===== config.mk =====
export PLATFORM = sky130hd
export DESIGN_NAME = mem_arbiter
export DESIGN_NICKNAME = d
export VERILOG_FILES = /design/src/rtl/mem_arbiter.sv
export SDC_FILE = /design/constraint.sdc
export NUM_CORES = 1
export LEC_CHECK = 0
export BUFFER_PORTS_ARGS = -buffer_cell sky130_fd_sc_hd__buf_2
export CORE_ASPECT_RATIO = 1.25
export CORE_MARGIN = 4
export CORE_UTILIZATION = 45
export CTS_CLUSTER_SIZE = 12
export DETAILED_ROUTE_END_ITERATION = 16
export PLACE_DENSITY = 0.82
export REMOVE_ABC_BUFFERS = 1
export SYNTH_ARGS = -nofsm -noshare
export SYNTH_HDL_FRONTEND = slang
export SYNTH_SLANG_ARGS = --single-unit

===== constraint.sdc =====
create_clock -name clk -period 4 [get_ports clk]
set_input_delay 0.2 -clock clk [delete_from_list [all_inputs] [get_ports clk]]
set_output_delay 0.2 -clock clk [all_outputs]
set_load 0.01 [all_outputs]

===== src/rtl/mem_arbiter.sv =====
// Shares one single-port synchronous RAM between fetch (F) and data (D).
// D has fixed priority; a skip counter forces F after MAX_WAIT D wins.
module mem_arbiter #(
  parameter int ADDR_W   = 8,
  parameter int DATA_W   = 16,
  parameter int MAX_WAIT = 4
) (
  input  logic              clk,
  input  logic              rst,
  input  logic              f_req,
  input  logic [ADDR_W-1:0] f_addr,
  input  logic              d_req,
  input  logic              d_we,
  input  logic [ADDR_W-1:0] d_addr,
  input  logic [DATA_W-1:0] d_wdata,
  output logic              f_done,
  output logic              d_done,
  output logic [DATA_W-1:0] rdata,
  output logic [ADDR_W-1:0] mem_addr,
  output logic              mem_we,
  output logic [DATA_W-1:0] mem_wdata,
  input  logic [DATA_W-1:0] mem_rdata,
  output logic              busy
);

  localparam int CNT_W =
    (MAX_WAIT > 0) ? $clog2(MAX_WAIT + 1) : 1;
  localparam logic [CNT_W-1:0] SKIP_MAX =
    CNT_W'(MAX_WAIT);

  typedef enum logic [1:0] {
    IDLE,
    ACCESS,
    WAIT,
    DONE
  } state_t;

  state_t              state_q, state_d;
  logic                own_d_q, own_d_d;
  logic [ADDR_W-1:0]   addr_q, addr_d;
  logic                we_q, we_d;
  logic [DATA_W-1:0]   wdata_q, wdata_d;
  logic [DATA_W-1:0]   rdata_q, rdata_d;
  logic [CNT_W-1:0]    skip_q, skip_d;
  logic                f_done_q, f_done_d;
  logic                d_done_q, d_done_d;
  logic                force_f;

  // F is forced once D has won MAX_WAIT times in a row over a waiting F
  assign force_f = f_req && (skip_q == SKIP_MAX);

  // Next-state, grant latching and done decode
  always_comb begin
    state_d  = state_q;
    own_d_d  = own_d_q;
    addr_d   = addr_q;
    we_d     = we_q;
    wdata_d  = wdata_q;
    rdata_d  = rdata_q;
    skip_d   = skip_q;
    unique case (state_q)
      IDLE: begin
        if (d_req && !force_f) begin
          state_d = ACCESS;
          own_d_d = 1'b1;
          addr_d  = d_addr;
          we_d    = d_we;
          wdata_d = d_wdata;
          if (!f_req)
            skip_d = '0;
          else if (skip_q != SKIP_MAX)
            skip_d = skip_q + 1'b1;
        end else if (f_req) begin
          state_d = ACCESS;
          own_d_d = 1'b0;
          addr_d  = f_addr;
          we_d    = 1'b0;
          skip_d  = '0;
        end
      end
      ACCESS: state_d = we_q ? DONE : WAIT;
      WAIT: begin
        rdata_d = mem_rdata;
        state_d = DONE;
      end
      DONE: state_d = IDLE;
    endcase
    d_done_d = (state_d == DONE) && own_d_q;
    f_done_d = (state_d == DONE) && !own_d_q;
  end

  // State and datapath registers
  always_ff @(posedge clk or posedge rst) begin
    if (rst) begin
      state_q  <= IDLE;
      own_d_q  <= 1'b0;
      addr_q   <= '0;
      we_q     <= 1'b0;
      wdata_q  <= '0;
      rdata_q  <= '0;
      skip_q   <= '0;
      f_done_q <= 1'b0;
      d_done_q <= 1'b0;
    end else begin
      state_q  <= state_d;
      own_d_q  <= own_d_d;
      addr_q   <= addr_d;
      we_q     <= we_d;
      wdata_q  <= wdata_d;
      rdata_q  <= rdata_d;
      skip_q   <= skip_d;
      f_done_q <= f_done_d;
      d_done_q <= d_done_d;
    end
  end

  assign mem_addr  = addr_q;
  assign mem_wdata = wdata_q;
  assign mem_we    = (state_q == ACCESS) && we_q;
  assign busy      = (state_q != IDLE);
  assign rdata     = rdata_q;
  assign f_done    = f_done_q;
  assign d_done    = d_done_q;

endmodule


==> impl_metrics.ini, run 1 <==
[run_status]
outcome = completed

[cts]
cts_htree_levels = 2
cts_made_buffers = 5
cts_tree = yes
post_cts_resized = 0
clock_sinks = 49
clockBufferDepth = 2
ctsHoldBuffers = 0
clk_pin_slew_worst_paths_ns = 0.09
post-cts-setup-buffers = 0
insertion_delay_ns = 0.29
ctsRootBufferMaster = clkbuf_8

[detailed_routing]
via_per_inst = 4.91
drt-initial-drc-count = 40
vias = 1513
wl_per_cell_um = 14.1
wl_um = 4350
postRouteAntennaNets = 0
route.detailed.drc = 0
first_pass_iters = 4

[die]
pin_count = 97
initial_core_util_pct = 46.7
die_h_um = 84.1
num_rows = 27
core_area_um2 = 4460
dieArea_um2 = 5790
die_w_um = 68.9

[placed_design]
gp_congestion = 0.777
placed_area_um2 = 2580
dp_slack_ns = 1.86
io_buffers = 96
hpwlAfterDp_um = 3290

[sta]
fmax_mhz = 461
period_minus_slack_ns = 2.17
report.final.setup_viol = 0
final_hold_viol_count = 0
fin_crit_sh_pct = 54.2
worst_pin_slew_ns = 1.22
setup_slack_ns = 1.83
grt_setup_unrepaired = no
relSlewSlack_pct = 18.1
slew_viol_final = 0
hold_ws_ns = 0.126
skew_ns = 0.00709
fin_tns_setup_ns = 0

[worst_setup_path]
crit_family = compound AO/OA/AOI/OAI gates
crit_arrival_ns = 2.35
startpoint_type = flop
cpMaxStageDelayCell = o21ai_0
crit_required_ns = 4.18
critPathKind = flop to flop
path_cells = inv_1, ha_1, o21ai_0, a32o_1
ff2ff_path_depth = 4
worst-path-buf-inv = 1
worst-path-stages = 4
endpoint_kind = flop
crit_path_max_fanout = 16
cpPeakStageDelay_ns = 0.61

[power]
switching_share_pct = 35.3
leakage_nw = 1.33
peakVddDrop_mv = 0.270
power_switching_mw = 0.722
pwr_density_cell_nw_per_um2 = 768
seqPwrFrac_pct = 41.8
p_int_mw = 1.32
power.share.clock_pct = 13.8
p_comb_share_pct = 44.4
p_total_mw = 2.05

[run]
cap_viol_max_count = 0

[finish]
syn_to_final_growth_pct = 27.9
n_fill_cell = 384
antenna_cells = 0
drive_above_1_share_pct = 55.2
final_cell_mix = buf_2 (96), dfrtp_1 (49), mux2_2 (25), nand2_1 (21)
final_common_cell = buf_2
multi_input_area_um2 = 776
nNetsFinal = 307
ff_latch_area_um2 = 1230
final_cell_area_um2 = 2670

[logic_synthesis]
syn_inst = 156
synth_warnings = 0
synth_area_leaders = dfrtp_1 (59%), mux2_2 (14%), mux2_4 (5.0%), nand2_1 (3.8%), ha_1 (3.0%)
seq_area_frac_synth_pct = 58.8
synth_cell_types = 23
synth-seq-cells = 49
netlist_area_um2 = 2080
yosysTopAreaCell = dfrtp_1
synth_area_per_cell_um2 = 13.4
synth_top_cell_area_share_pct = 58.8

[grt]
grt_max_degree = 50
grt_pass1_vias = 1532
track_usage_pct = 15.4
antenna_found_initial = 0
grt_pass1_wl_um = 6820
overflow = 0

[hold_path]
min-delay-path-class = primary input to async pin
[power by group through the flow]
stage                     clock network [mW]  logic [mW]  registers, mW
after detailed placement                   0       0.925          0.867
after CTS                              0.292       0.925          0.858
after global routing                   0.313        1.00          0.886
after global placement                     0       0.901          0.857
final                                  0.282       0.909          0.855
after floorplan                            0       0.475          0.963
[worst reg2reg max path, delay by kind of cell (launching register included)]
family	cells	cell delay [ns]
buf+inv	1	0.09
fa+ha+maj	1	0.55
flops	1	0.41
compound gates	2	1.00
[metrics by stage]
stage,util [%],std cells
after global routing,59.8,308
after floorplan,-,146
after CTS,59.8,308
after global placement,57.8,300
after detailed placement,57.8,300
final,59.8,308
[registers in the layout, indices dropped and copies added (netlist names)]
signal	cells
state_q	2
rdata	16
d_done	1
mem_wdata	16
mem_addr	8
own_d_q	1
skip_q	3
f_done	1
we_q	1
[metal layers]
layer / up-vias / track usage (%) / wire (um) / part of all wire [%]
met5: - / 0 / 0 / 0
met3: 4 / 3.37 / 329 / 7.6
met2: 65 / 27.6 / 2260 / 52
li1: 733 / - / - / -
met1: 711 / 16.8 / 1710 / 39
met4: 0 / 6.03 / 56 / 1.3
[path summary, 6_finish.rpt]
| path | startpoint | end | slack, ns |
|---|---|---|---|
| min in group clk | d_wdata[6] | mem_wdata[6]$_DFFE_PP0P_ | 0.13 |
| worst min register to register | own_d_q$_DFFE_PP0P_ | own_d_q$_DFFE_PP0P_ | 0.50 |
| worst min-delay path | rst | rdata[10]$_DFFE_PP0N_ | 0.13 |
| max in group asynchronous | rst | mem_wdata[3]$_DFFE_PP0P_ | 3.27 |
| worst max-delay path | state_q[0]$_DFF_PP0_ | we_q$_DFFE_PP0P_ | 1.83 |
| worst max register to register | state_q[0]$_DFF_PP0_ | we_q$_DFFE_PP0P_ | 1.83 |
[layout make-up]
type | instances | area share, %
sequential | 49 | 46.0
multi-input combinational | 91 | 29.1
timing repair buffer | 96 | 18.0
clock buffer | 6 | 2.72
tap | 58 | 2.72
inverter | 6 | 0.845
clock inverter | 2 | 0.563
[synthesized netlist by cell type]
| library cell | count |
|---|---|
| nor3_1 | 1 |
| a211oi_1 | 1 |
| o211ai_1 | 8 |
| nand4_1 | 8 |
| nand2_1 | 21 |
| o21a_1 | 1 |
| mux2_4 | 7 |
| mux2_2 | 25 |
| inv_1 | 6 |
| buf_2 | 6 |
| nand3_4 | 2 |
| a32o_1 | 2 |
| and3_1 | 1 |
| and3b_1 | 1 |
| dfrtp_1 | 49 |
| clkbuf_1 | 2 |
| buf_6 | 2 |
| nand2b_1 | 1 |
| and2_1 | 2 |
| o22ai_1 | 3 |
| o21ai_0 | 1 |
| a21oi_1 | 1 |
| ha_1 | 5 |
[cells by family after synthesis]
| group | synth area share, % |
|---|---|
| simple gates | 9.72 |
| buf+inv | 3.96 |
| compound gates | 5.94 |
| fa+ha+maj | 3.00 |
| mux | 18.5 |
| flops | 58.8 |
No activity file was read; power rests on OpenSTA's default activity.
==> run 2: changes to the inputs <==
--- a/config.mk
+++ b/config.mk
@@ -5,13 +5,14 @@
 export SDC_FILE = /design/constraint.sdc
 export NUM_CORES = 1
 export LEC_CHECK = 0
+export ABC_AREA = 1
 export BUFFER_PORTS_ARGS = -buffer_cell sky130_fd_sc_hd__buf_2
 export CORE_ASPECT_RATIO = 1.25
 export CORE_MARGIN = 4
 export CORE_UTILIZATION = 45
 export CTS_CLUSTER_SIZE = 12
 export DETAILED_ROUTE_END_ITERATION = 16
-export PLACE_DENSITY = 0.82
+export PLACE_DENSITY = 0.81
 export REMOVE_ABC_BUFFERS = 1
 export SYNTH_ARGS = -nofsm -noshare
 export SYNTH_HDL_FRONTEND = slang
==> constraint.sdc (replaced) <==
create_clock -name clk -period 2.2 [get_ports clk]
set_input_delay 0.11 -clock clk [delete_from_list [all_inputs] [get_ports clk]]
set_output_delay 0.11 -clock clk [all_outputs]
set_load 0.01 [all_outputs]
==> impl_metrics.ini, run 2 <==
[power]
seqPwrFrac_pct = 42.5
p_int_mw = 2.18
pwr_density_cell_nw_per_um2 = 1300
p_comb_share_pct = 43.8
power_switching_mw = 1.46
switching_share_pct = 40.1
power.share.clock_pct = 13.7
leakage_nw = 1.70
peakVddDrop_mv = 0.672

[detailed_routing]
vias = 1897
postRouteAntennaNets = 0
via_per_inst = 4.55
drt-initial-drc-count = 113
wl_per_cell_um = 12.2
route.detailed.drc = 0
first_pass_iters = 4
wl_um = 5070

[worst_setup_path]
crit_arrival_ns = 1.76
cpMaxStageDelayCell = dfrtp_1
crit_required_ns = 2.38
critPathKind = flop to flop
r2r_slack_ns = 0.61
endpoint_kind = flop
path_cells = inv_1, ha_1, inv_1, nor2_4, inv_2, nand2_1, o21ai_0
cpPeakStageDelay_ns = 0.39
startpoint_type = flop
cpMostUsedCell = inv_1
crit_path_max_fanout = 13

[logic_synthesis]
synth_area_per_cell_um2 = 8.49
synth.most_common_cell = nand2_1
seq_area_frac_synth_pct = 56.9
netlist_area_um2 = 2160
synth_warnings = 0
synth_top_cell_area_share_pct = 56.9
synth_fa_ha_area_share_pct = 2.90
synth_edf_count = 0
synth_compound_area_share_pct = 0.754
synth_top_family_by_area = simple AND/OR/NAND/NOR gates
yosysTopAreaCell = dfrtp_1
synthTopCellsByCount = nand2_1 (128), dfrtp_1 (49), inv_1 (27), nand3_1 (19), ha_1 (5)
yosys_most_used_dff = dfrtp_1
synth-simple-area-share_pct = 31.4
synth_area_leaders = dfrtp_1 (57%), nand2_1 (22%), inv_1 (4.7%), nand3_1 (4.4%), ha_1 (2.9%)
async_flop_share_pct = 100
synth-seq-cells = 49
syn_inst = 254
synth_xor_area_share_pct = 0
yosys-mux-area-fraction_pct = 0
synth_cell_types = 20

[die]
die_h_um = 85.4
core_area_um2 = 4530
num_rows = 27
dieArea_um2 = 5970
initial_core_util_pct = 47.6
die_w_um = 69.9
pin_count = 97

[finish]
multi_input_area_um2 = 756
n_fill_cell = 424
antenna_cells = 0
drive_above_1_share_pct = 32.0
syn_to_final_growth_pct = 30.0
ff_latch_area_um2 = 1230
nNetsFinal = 416
final_cell_mix = nand2_1 (128), buf_2 (96), dfrtp_1 (49), inv_1 (26), nand3_1 (19)
final_common_cell = nand2_1
layoutNonFillerInstCount = 417

[grt]
antenna_found_initial = 0
track_usage_pct = 18.2
overflow = 0
grt_pass1_vias = 2041
grt_pass1_wl_um = 8870
grt_max_degree = 30

[cts]
post-cts-setup-buffers = 0
cts_htree_levels = 2
insertion_delay_ns = 0.29
cts_made_buffers = 5
post_cts_resized = 0
clockBufferDepth = 2
clk_pin_slew_worst_paths_ns = 0.08
clock_sinks = 49
ctsRootBufferMaster = clkbuf_8
cts_tree = yes

[sta]
slew_viol_final = 0
report.final.setup_viol = 0
worst_pin_slew_ns = 0.598
grt_setup_unrepaired = no
period_minus_slack_ns = 1.59
skew_ns = 0.00461
relSlewSlack_pct = 60.0
fin_tns_setup_ns = 0
fin_crit_sh_pct = 72.1
final_hold_viol_count = 0
fmax_mhz = 630

[placed_design]
gp_congestion = 0.775
hpwlAfterDp_um = 3890
io_buffers = 96
dp_cells = 405

[hold_path]
min-delay-path-class = primary input to flop

[run_status]
outcome = completed

[run]
cap_viol_max_count = 0
==> run 2: kinds of logic (layout without fill, tap and decap cells) <==
group / Yosys count / count (layout)
and+or+nand+nor: 160 / 160
DFF: 49 / 49
buffers and inverters: 37 / 142
adders and majority gates: 5 / 5
AOI/OAI and AO/OA: 3 / 3
==> run 2: power groups by stage <==
| stage | clock network, mW | logic [mW] | registers (mW) |
|---|---|---|---|
| after floorplan | 0 | 0.771 | 1.72 |
| after global placement | 0 | 1.55 | 1.54 |
| after detailed placement | 0 | 1.62 | 1.55 |
| after CTS | 0.518 | 1.62 | 1.55 |
| after global routing | 0.557 | 1.80 | 1.60 |
| final | 0.498 | 1.59 | 1.55 |
==> run 2: layer usage <==
metal | track usage (%) | vias to the layer above | share of wire (%)
li1 | - | 968 | -
met1 | 20.5 | 866 | 41
met2 | 33.0 | 56 | 52
met3 | 4.27 | 7 | 5.5
met4 | 7.14 | 0 | 1.5
met5 | 0 | - | 0
==> run 2: cell type report <==
class                   count  area share [%]
well taps                  58            2.59
multi-input cells         168            27.0
flip-flops and latches     49            43.8
clock buffers               8            2.86
inverters                  30            4.20
repair buffers            104            19.6
==> run 2: final timing paths <==
check	startpoint	end	cells after the start
max	state_q[0]$_DFF_PP0_	skip_q[0]$_DFFE_PP0P_	7
min	d_wdata[12]	mem_wdata[12]$_DFFE_PP0P_	3
max reg2reg	state_q[0]$_DFF_PP0_	skip_q[0]$_DFFE_PP0P_	7
min reg2reg	own_d_q$_DFFE_PP0P_	f_done$_DFF_PP0_	1
max in group asynchronous	rst	mem_wdata[14]$_DFFE_PP0P_	4
min in group asynchronous	rst	mem_wdata[12]$_DFFE_PP0P_	3
==> run 2: timing repair <==
| item | CTS | global route |
|---|---|---|
| setup endpoints to repair | 0 | 0 |
| endpoints found under the hold margin | 30 | 0 |
| hold buffers | 4 | 0 |
==> run 2: critical path: cells and delay by family (launching register included) <==
family                     cells  cell delay (ns)
and+or+nand+nor                2             0.37
AOI/OAI and AO/OA              1             0.07
DFF                            1             0.39
adders and majority gates      1             0.25
buffers and inverters          3             0.39
==> run 2: stage by stage <==
stage	area [um2]	util [%]	hold WS [ns]	power (mW)	setup WS (ns)
5_1_grt	2800	61.9	0.0117	3.96	0.451
2_1_floorplan	2100	-	0.214	2.49	0.517
6_report	2800	61.9	0.0116	3.64	0.613
4_1_cts	2800	61.9	0.00423	3.69	0.616
3_3_place_gp	2680	59.3	0.210	3.10	0.685
3_5_place_dp	2680	59.3	0.225	3.17	0.625
==> run 3: changes to the inputs <==
==> constraint.sdc (replaced) <==
create_clock -name clk -period 1.6 [get_ports clk]
set_input_delay 0.08 -clock clk [delete_from_list [all_inputs] [get_ports clk]]
set_output_delay 0.08 -clock clk [all_outputs]
set_load 0.01 [all_outputs]
==> impl_metrics.ini, run 3 (synthesis gave the netlist of run 2 again) <==
[die]
die_w_um = 69.9
dieArea_um2 = 5970
initial_core_util_pct = 47.6
core_area_um2 = 4530
pin_count = 97
num_rows = 27
die_h_um = 85.4

[worst_setup_path]
ff2ff_path_depth = 7
startpoint = state_q[0]$_DFF_PP0_
cp-endpoint = skip_q[0]$_DFFE_PP0P_
rr_startpoint = state_q[0]$_DFF_PP0_
cpMostUsedCell = inv_1
worst-path-buf-inv = 3
cpMaxStageDelayCell = dfrtp_1
crit_path_max_fanout = 10
cpPeakStageDelay_ns = 0.39
path_cells = inv_1, ha_2, inv_1, nor2_4, inv_2, nand2_1, o21ai_0
crit_arrival_ns = 1.64
critPathKind = flop to flop
r2r-end = skip_q[0]$_DFFE_PP0P_
r2r_slack_ns = 0.14
endpoint_kind = flop
worst-path-stages = 7
crit_family = flip-flops
startpoint_type = flop
crit_required_ns = 1.78

[finish]
antenna_cells = 0
final_cell_mix = nand2_1 (128), buf_2 (96), dfrtp_1 (49), dlygate4sd3_1 (34), inv_1 (26)
syn_to_final_growth_pct = 47.4
nNetsFinal = 449
final_common_cell = nand2_1
drive_above_1_share_pct = 30.9
fin_util_pct = 70.2
layoutNonFillerInstCount = 450
final_cell_area_um2 = 3180

[run]
cap_viol_max_count = 0

[detailed_routing]
wl_per_cell_um = 12.9
via_per_inst = 4.64
vias = 2090
first_pass_iters = 5
postRouteAntennaNets = 0
route.detailed.drc = 0
wl_um = 5830
drt-initial-drc-count = 81

[cts]
clk_pin_slew_worst_paths_ns = 0.09
insertion_delay_ns = 0.30
cts_made_buffers = 5
cts_tree = yes
cts_htree_levels = 2
clock_sinks = 49
clockBufferDepth = 2
ctsRootBufferMaster = clkbuf_8

[sta]
report.final.setup_viol = 0
worst_pin_slew_ns = 0.402
final_hold_viol_count = 0
relSlewSlack_pct = 73.2
grt_setup_unrepaired = no
slew_viol_final = 0
period_minus_slack_ns = 1.46
skew_ns = 0.00774
fin_crit_sh_pct = 91.6
fmax_mhz = 683

[grt]
grt_max_degree = 21
antenna_found_initial = 0
overflow = 0
track_usage_pct = 20.8
grt_pass1_wl_um = 10100
grt_pass1_vias = 2184

[hold_path]
min-delay-path-class = primary input to flop

[placed_design]
gp_congestion = 0.769
dp_cells = 406
io_buffers = 96
placed_area_um2 = 2690
hpwlAfterDp_um = 3820

[run_status]
outcome = completed

[power]
p_total_mw = 5.38
peakVddDrop_mv = 0.972
leakage_nw = 1.86
pwr_density_cell_nw_per_um2 = 1690
==> run 3: final cells by class <==
class	count	area (um2)
clock inverter	1	30.0
tap	58	72.6
clock buffer	7	86.3
sequential	49	1230
fill	342	1350
multi-input combinational	168	758
inverter	30	118
timing repair buffer	137	886
==> run 3: worst min-delay path, delay by kind of cell <==
kind | cells | cell delay [ns]
buf+inv | 2 | 0.10
simple gates | 3 | 0.16
==> run 3: timing repair <==
item | CTS | global route
setup endpoints to repair | 0 | 6
hold endpoints to repair | 51 | 0
buffers inserted | 0 | 2
hold buffers | 34 | 0
resized for setup | 0 | 1
==> run 3: worst min-delay path by stage <==
stage,from,endpoint,slack (ns),cells past startpoint
2_1_floorplan,d_wdata[11],mem_wdata[11]$_DFFE_PP0P_,0.18,2
3_3_place_gp,rst,mem_wdata[12]$_DFFE_PP0P_,0.09,2
3_5_place_dp,rst,mem_wdata[6]$_DFFE_PP0P_,0.1,2
4_1_cts,f_addr[5],mem_addr[5]$_DFFE_PP0P_,0.07,5
5_1_grt,f_addr[2],mem_addr[2]$_DFFE_PP0P_,0.10,5
6_report,f_addr[5],mem_addr[5]$_DFFE_PP0P_,0.08,5
==> run 3: through the flow <==
step                TNS (ns)  setup slack (ns)  hold slack (ns)
finish                     0             0.135           0.0844
global placement           0             0.165           0.0926
CTS                        0            0.0774           0.0746
global route               0            0.0137            0.100
detailed placement         0             0.102           0.0971
floorplan             -0.191           -0.0828            0.184
==> run 3: layer usage <==
metal  global-route usage, %  part of all wire (%)
met3                    4.62                   6.2
met2                    37.5                    52
met4                    9.93                   3.5
met5                       0                     0
met1                    23.1                    38
==> run 3: power by group <==
group          internal [mW]  switching [mW]  total (mW)  leakage, nW
sequential              1.82           0.319        2.14        0.611
clock                  0.510           0.390       0.899       0.0585
combinational          0.965            1.38        2.34         1.19
